## src/rtl/p2s_shift_driver_if.sv

```systemverilog
// p2s_shift_driver_if: request/serial-pin bundle between GPIO control logic and the shift driver
// Signals:
//   start    - transfer request (master -> driver)
//   par_data - word to serialize (master -> driver)
//   s_clk    - serial shift clock to the chain
//   s_dout   - serial data to the chain
//   s_clrn   - active-low clear to the chain
//   s_pen    - latch/parallel-enable strobe to the chain
//   busy     - transfer in progress
//   done     - one-cycle completion pulse
interface p2s_shift_driver_if #(
  parameter int DATA_BITS = 16
);
  logic                 start;
  logic [DATA_BITS-1:0] par_data;
  logic                 s_clk;
  logic                 s_dout;
  logic                 s_clrn;
  logic                 s_pen;
  logic                 busy;
  logic                 done;
  modport master (
    output start, par_data,
    input  s_clk, s_dout, s_clrn, s_pen, busy, done
  );
  modport slave (
    input  start, par_data,
    output s_clk, s_dout, s_clrn, s_pen, busy, done
  );
endinterface

```

## src/rtl/p2s_shift_driver.sv

```systemverilog
// p2s_shift_driver: serializes a parallel word into an external shift-register chain, then strobes its latch
// Ports:
//   clk - system clock, all state on posedge
//   rst - asynchronous active-high reset
//   bus - p2s_shift_driver_if.slave: start/par_data in; s_clk/s_dout/s_clrn/s_pen/busy/done out
// Parameters:
//   DATA_BITS - bits per transfer (>=2)
//   DIV       - serial clock half-period in clk cycles (>=1)
// Build option:
//   P2S_LSB_FIRST_EN - when defined, par_data[0] is shifted first; otherwise MSB first
module p2s_shift_driver #(
  parameter int DATA_BITS = 16,
  parameter int DIV       = 2
) (
  input  logic                  clk,
  input  logic                  rst,
  p2s_shift_driver_if.slave     bus
);
  localparam int BW = $clog2(DATA_BITS + 1);
  localparam int PW = $clog2(DIV) + 1;
`ifdef P2S_LSB_FIRST_EN
  localparam bit LSB_FIRST = 1'b1;
`else
  localparam bit LSB_FIRST = 1'b0;
`endif
  typedef enum logic [1:0] {IDLE, SHIFT, LATCH} state_t;
  state_t               state_q, state_d;
  logic [DATA_BITS-1:0] sr_q, sr_d;
  logic [BW-1:0]        bit_q, bit_d;
  logic [PW-1:0]        ph_q, ph_d;
  logic                 s_clk_q, s_clk_d;
  logic                 s_dout_q, s_dout_d;
  logic                 s_clrn_q, s_clrn_d;
  logic                 s_pen_q, s_pen_d;
  logic                 busy_q, busy_d;
  logic                 done_q, done_d;
  logic                 ph_end;
  assign ph_end = ph_q == PW'(DIV - 1);
  always_ff @(posedge clk or posedge rst) begin
    if (rst) begin
      state_q  <= IDLE;
      sr_q     <= '0;
      bit_q    <= '0;
      ph_q     <= '0;
      s_clk_q  <= 1'b0;
      s_dout_q <= 1'b0;
      s_clrn_q <= 1'b0;
      s_pen_q  <= 1'b0;
      busy_q   <= 1'b0;
      done_q   <= 1'b0;
    end else begin
      state_q  <= state_d;
      sr_q     <= sr_d;
      bit_q    <= bit_d;
      ph_q     <= ph_d;
      s_clk_q  <= s_clk_d;
      s_dout_q <= s_dout_d;
      s_clrn_q <= s_clrn_d;
      s_pen_q  <= s_pen_d;
      busy_q   <= busy_d;
      done_q   <= done_d;
    end
  end
  // The phase counter times both serial half-periods and the latch strobe.
  // s_dout only moves on the high->low edge of s_clk, so it is stable at every rise.
  always_comb begin
    state_d  = state_q;
    sr_d     = sr_q;
    bit_d    = bit_q;
    ph_d     = ph_end ? '0 : ph_q + PW'(1);
    s_clk_d  = s_clk_q;
    s_dout_d = s_dout_q;
    s_clrn_d = 1'b1;
    s_pen_d  = s_pen_q;
    busy_d   = busy_q;
    done_d   = 1'b0;
    unique case (state_q)
      IDLE: begin
        ph_d     = '0;
        s_clk_d  = 1'b0;
        s_pen_d  = 1'b0;
        s_dout_d = 1'b0;
        busy_d   = 1'b0;
        if (bus.start) begin
          state_d  = SHIFT;
          sr_d     = bus.par_data;
          bit_d    = BW'(DATA_BITS);
          busy_d   = 1'b1;
          s_dout_d = LSB_FIRST ? bus.par_data[0] : bus.par_data[DATA_BITS-1];
        end
      end
      SHIFT: begin
        if (ph_end) begin
          s_clk_d = ~s_clk_q;
          if (s_clk_q) begin
            bit_d    = bit_q - BW'(1);
            sr_d     = LSB_FIRST ? sr_q >> 1 : sr_q << 1;
            s_dout_d = LSB_FIRST ? sr_q[1] : sr_q[DATA_BITS-2];
            if (bit_q == BW'(1)) begin
              state_d  = LATCH;
              s_dout_d = 1'b0;
              s_pen_d  = 1'b1;
            end
          end
        end
      end
      LATCH: begin
        if (ph_end) begin
          state_d = IDLE;
          s_pen_d = 1'b0;
          busy_d  = 1'b0;
          done_d  = 1'b1;
        end
      end
      default: state_d = IDLE;
    endcase
  end
  assign bus.s_clk  = s_clk_q;
  assign bus.s_dout = s_dout_q;
  assign bus.s_clrn = s_clrn_q;
  assign bus.s_pen  = s_pen_q;
  assign bus.busy   = busy_q;
  assign bus.done   = done_q;
endmodule

```

## src/flat_wrapper.sv

```systemverilog
// flat-port wrapper written by rule: the top's interface ports become plain ports
module p2s_shift_driver_flat 
#(
  parameter int DATA_BITS = 16,
  parameter int DIV       = 2
)
  (clk, rst, bus_start, bus_par_data, bus_s_clk, bus_s_dout, bus_s_clrn, bus_s_pen, bus_busy, bus_done);
  p2s_shift_driver_if #(.DATA_BITS(DATA_BITS)) bus_i ();
  input  logic clk;
  input  logic rst;
  input wire logic [$bits(bus_i.start)-1:0] bus_start;
  input wire logic [$bits(bus_i.par_data)-1:0] bus_par_data;
  output wire logic [$bits(bus_i.s_clk)-1:0] bus_s_clk;
  output wire logic [$bits(bus_i.s_dout)-1:0] bus_s_dout;
  output wire logic [$bits(bus_i.s_clrn)-1:0] bus_s_clrn;
  output wire logic [$bits(bus_i.s_pen)-1:0] bus_s_pen;
  output wire logic [$bits(bus_i.busy)-1:0] bus_busy;
  output wire logic [$bits(bus_i.done)-1:0] bus_done;
  assign bus_i.start = bus_start;
  assign bus_i.par_data = bus_par_data;
  assign bus_s_clk = bus_i.s_clk;
  assign bus_s_dout = bus_i.s_dout;
  assign bus_s_clrn = bus_i.s_clrn;
  assign bus_s_pen = bus_i.s_pen;
  assign bus_busy = bus_i.busy;
  assign bus_done = bus_i.done;
  p2s_shift_driver #(.DATA_BITS(DATA_BITS), .DIV(DIV)) u_core (.clk(clk), .rst(rst), .bus(bus_i));
endmodule
```

## config.mk

```make
export PLATFORM = sky130hd
export DESIGN_NAME = p2s_shift_driver_flat
export DESIGN_NICKNAME = d
export VERILOG_FILES = /design/src/rtl/p2s_shift_driver_if.sv /design/src/rtl/p2s_shift_driver.sv /design/src/flat_wrapper.sv
export SDC_FILE = /design/constraint.sdc
export NUM_CORES = 1
export LEC_CHECK = 0
export ABC_CLOCK_PERIOD_IN_PS = 3270
export BUFFER_PORTS_ARGS = -buffer_cell sky130_fd_sc_hd__buf_2
export CAP_MARGIN = 20
export CORE_MARGIN = 3
export CORE_UTILIZATION = 59
export DETAILED_ROUTE_END_ITERATION = 8
export GPL_ROUTABILITY_DRIVEN = 0
export GPL_TIMING_DRIVEN = 0
export HOLD_SLACK_MARGIN = 0.12
export PLACE_DENSITY = 0.89
export SLEW_MARGIN = 20
export SYNTH_ARGS = -nofsm -noshare
export SYNTH_HDL_FRONTEND = slang
export SYNTH_SLANG_ARGS = --single-unit
```

## constraint.sdc

```tcl
create_clock -name clk -period 3.27 [get_ports clk]
set_clock_uncertainty 0.15 [all_clocks]
set_input_delay 0 -clock clk [delete_from_list [all_inputs] [get_ports clk]]
set_output_delay 0 -clock clk [all_outputs]
set_load 0.02 [all_outputs]
```

==> out/results.ini <==
[route]
post_drt_wl_per_cell_um=18.9
firstDrtPassIters=4
route.antenna.remaining_nets=0
routed_wl_um=3970
drc=0
routed_via_density=5.90
drtIter0Drc=39
vias=1239

[synth]
mappedNetlistNets=145
yosysTopAreaCellShare_pct=49.2
post-synth-top-count-cell=dfrtp_1
ys_top_cells_by_area=dfrtp_1, mux2_2, buf_6
synth_flop_cell=dfrtp_1
synth-seq-cells=30
synth_area_um2=1530
yosys_warnings=0
syn-instance-count=124
yosys-top-cells-count=dfrtp_1, mux2_2, inv_1
yosysTopAreaCell=dfrtp_1
yosysSeqAreaShare_pct=49.2
syn_avg_cell_area_um2=12.3
synth_cell_types=32
synth_edf_count=0
ys_async_sr_fraction_pct=100

[power]
p_per_area_nw_per_um2=959
p_leak_nw=0.935
vdd_drop_max_mv=0.736

[setup_path]
startpoint_type=register
reg2reg_to=u_core.sr_q[0]$_DFFE_PP0P_
cp-end-kind=register
rr_startpoint=u_core.state_q[0]$_DFFE_PP0P_
critPathKind=register to register
critPathMaxFanout=10
crit_end=u_core.sr_q[0]$_DFFE_PP0P_
cp.arrival_ns=2.53
crit_start=u_core.state_q[0]$_DFFE_PP0P_
rrSetupSlack_ns=0.85
r2r_cells=5
critPathRequiredTime_ns=3.37

[clock_tree]
cts.sinks=30
cts_resized=0
cts_setup_buffers=0
cts_tree=done
clk_path_buf_depth=2
cts_buffers=5
clkLatencyLatePin_ns=0.33
path_clk_slew_ns=0.10
htree_levels=2
cts_root_buf=clkbuf_4

[timing]
layout_setup_ws_ns=0.846
finalSetupViolations=0
setup-tns-final_ns=0
period_minus_slack_ns=2.42
timing.fmax_mhz=413
finalCritPeriodShare_pct=74.1
rsz0062_at_grt=false
worst_pin_slew_ns=1.07
slew_violations=0
final_hold_viol_count=0
relSlewSlack_pct=28.8

[floorplanning]
core_um2=2340
die_x_um=56.9
die-height_um=56.9
ios=25
num_rows=17
dieArea_um2=3230
initial_utilization_pct=65.2

[hold_path]
min_path_type=primary input to asynchronous set/reset pin

[global_routing]
grt_pass1_vias=1353
grt_overflow=0
antenna_found_initial=0
track_usage_pct=28.5
grt_pass1_wl_um=6750
grt_max_degree=31

[placed_design]
port_buffers=24
preCtsSetupSlack_ns=1.31
dp_hpwl_um=2180

[finish]
syn2layout_area_growth_pct=31.1
multiInputGateArea_um2=696
nets=202
fillCellCount=119
num_antenna_cells=0
drive_above_1_share_pct=39.0
seq_area_um2=751

[job]
maxCapViolCount=0

[outcome]
status=completed

-- power breakdown --
part	switching, mW	total (mW)	internal (mW)
registers	0.121	0.652	0.531
clock network	0.131	0.235	0.104
logic	0.460	1.03	0.572
total	0.713	1.92	1.21
-- cell usage in the layout (no fill, tap or decap), types with 3 or more instances in the layout --
| cell type | instances |
|---|---|
| a21oi_1 | 5 |
| buf_2 | 25 |
| buf_6 | 4 |
| clkbuf_4 | 5 |
| dfrtp_1 | 30 |
| dlygate4sd3_1 | 26 |
| inv_1 | 7 |
| mux2_2 | 28 |
| nand2_1 | 5 |
| nor2_1 | 5 |
| nor2b_1 | 4 |
| o21bai_1 | 3 |
| o22ai_1 | 3 |
-- metal layers --
layer | up-vias | global-route usage, % | share of wire [%]
li1 | 554 | - | -
met1 | 605 | 32.7 | 38
met2 | 63 | 47.4 | 52
met3 | 17 | 8.51 | 6.9
met4 | 0 | 15.2 | 3.9
met5 | - | 0 | 0
-- final cells by class --
type	instances	share of cell area, %
repair buffers	50	19.0
flip-flops and latches	30	37.5
clock buffers	7	2.75
clock inverters	1	0.250
inverters	8	1.50
well taps	28	1.75
multi-input cells	81	34.7
plain buffers	5	2.50
-- logic make-up after synthesis --
kind of cell    after synthesis  synth area share (%)
flops                        30                  49.2
buf+inv                      13                  5.25
simple gates                 29                  12.0
compound gates               17                  7.71
mux                          32                  23.9
other cells                   1                 0.246
fa+ha+maj                     2                  1.64
-- through the flow --
stage | area, µm² | hold slack [ns] | std cells | power (mW) | utilization [%]
5_1_grt | 2000 | 0.202 | 210 | 2.03 | 85.6
4_1_cts | 2000 | 0.365 | 210 | 1.86 | 85.6
3_3_place_gp | 1680 | 0.0663 | 176 | 1.45 | 71.9
6_report | 2000 | 0.146 | 210 | 1.92 | 85.6
2_1_floorplan | 1530 | -0.0592 | 124 | 1.32 | -
3_5_place_dp | 1680 | 0.0794 | 176 | 1.52 | 71.9
-- critical path: stages, from the launching register on --
cell and delay (ns):
dfrtp_1 0.42, buf_6 0.15, nor3b_1 0.85, nand2_1 0.11
dlygate4sd3_1 0.59, o21ai_0 0.08
-- flip-flops by register name, indices dropped and copies added (netlist names) --
signal	cells
u_core.bus.busy	1
u_core.bus.s_dout	1
u_core.bus.done	1
u_core.ph_q	2
u_core.bus.s_clk	1
u_core.bus.s_clrn	1
u_core.sr_q	15
u_core.bus.s_pen	1
u_core.bit_q	5
u_core.state_q	2
-- repair_timing --
item                       in CTS  in global routing
hold buffers                   26                  0
hold endpoints to repair       52                  0
setup endpoints to repair       0                  0
-- how the worst min path moves through the flow --
stage / start / endpoint / slack (ns) / depth (start not counted)
floorplan: rst / u_core.bit_q[0]$_DFFE_PP0P_ / -0.06 / 1
global placement: bus_par_data[0] / u_core.sr_q[0]$_DFFE_PP0P_ / 0.07 / 3
detailed placement: bus_par_data[0] / u_core.sr_q[0]$_DFFE_PP0P_ / 0.08 / 3
CTS: u_core.bus.s_dout$_DFFE_PP0P_ / u_core.bus.s_dout$_DFFE_PP0P_ / 0.37 / 1
global route: rst / u_core.sr_q[2]$_DFFE_PP0P_ / 0.20 / 3
finish: rst / u_core.sr_q[3]$_DFFE_PP0P_ / 0.15 / 3
(Power assumes the default switching activity.)
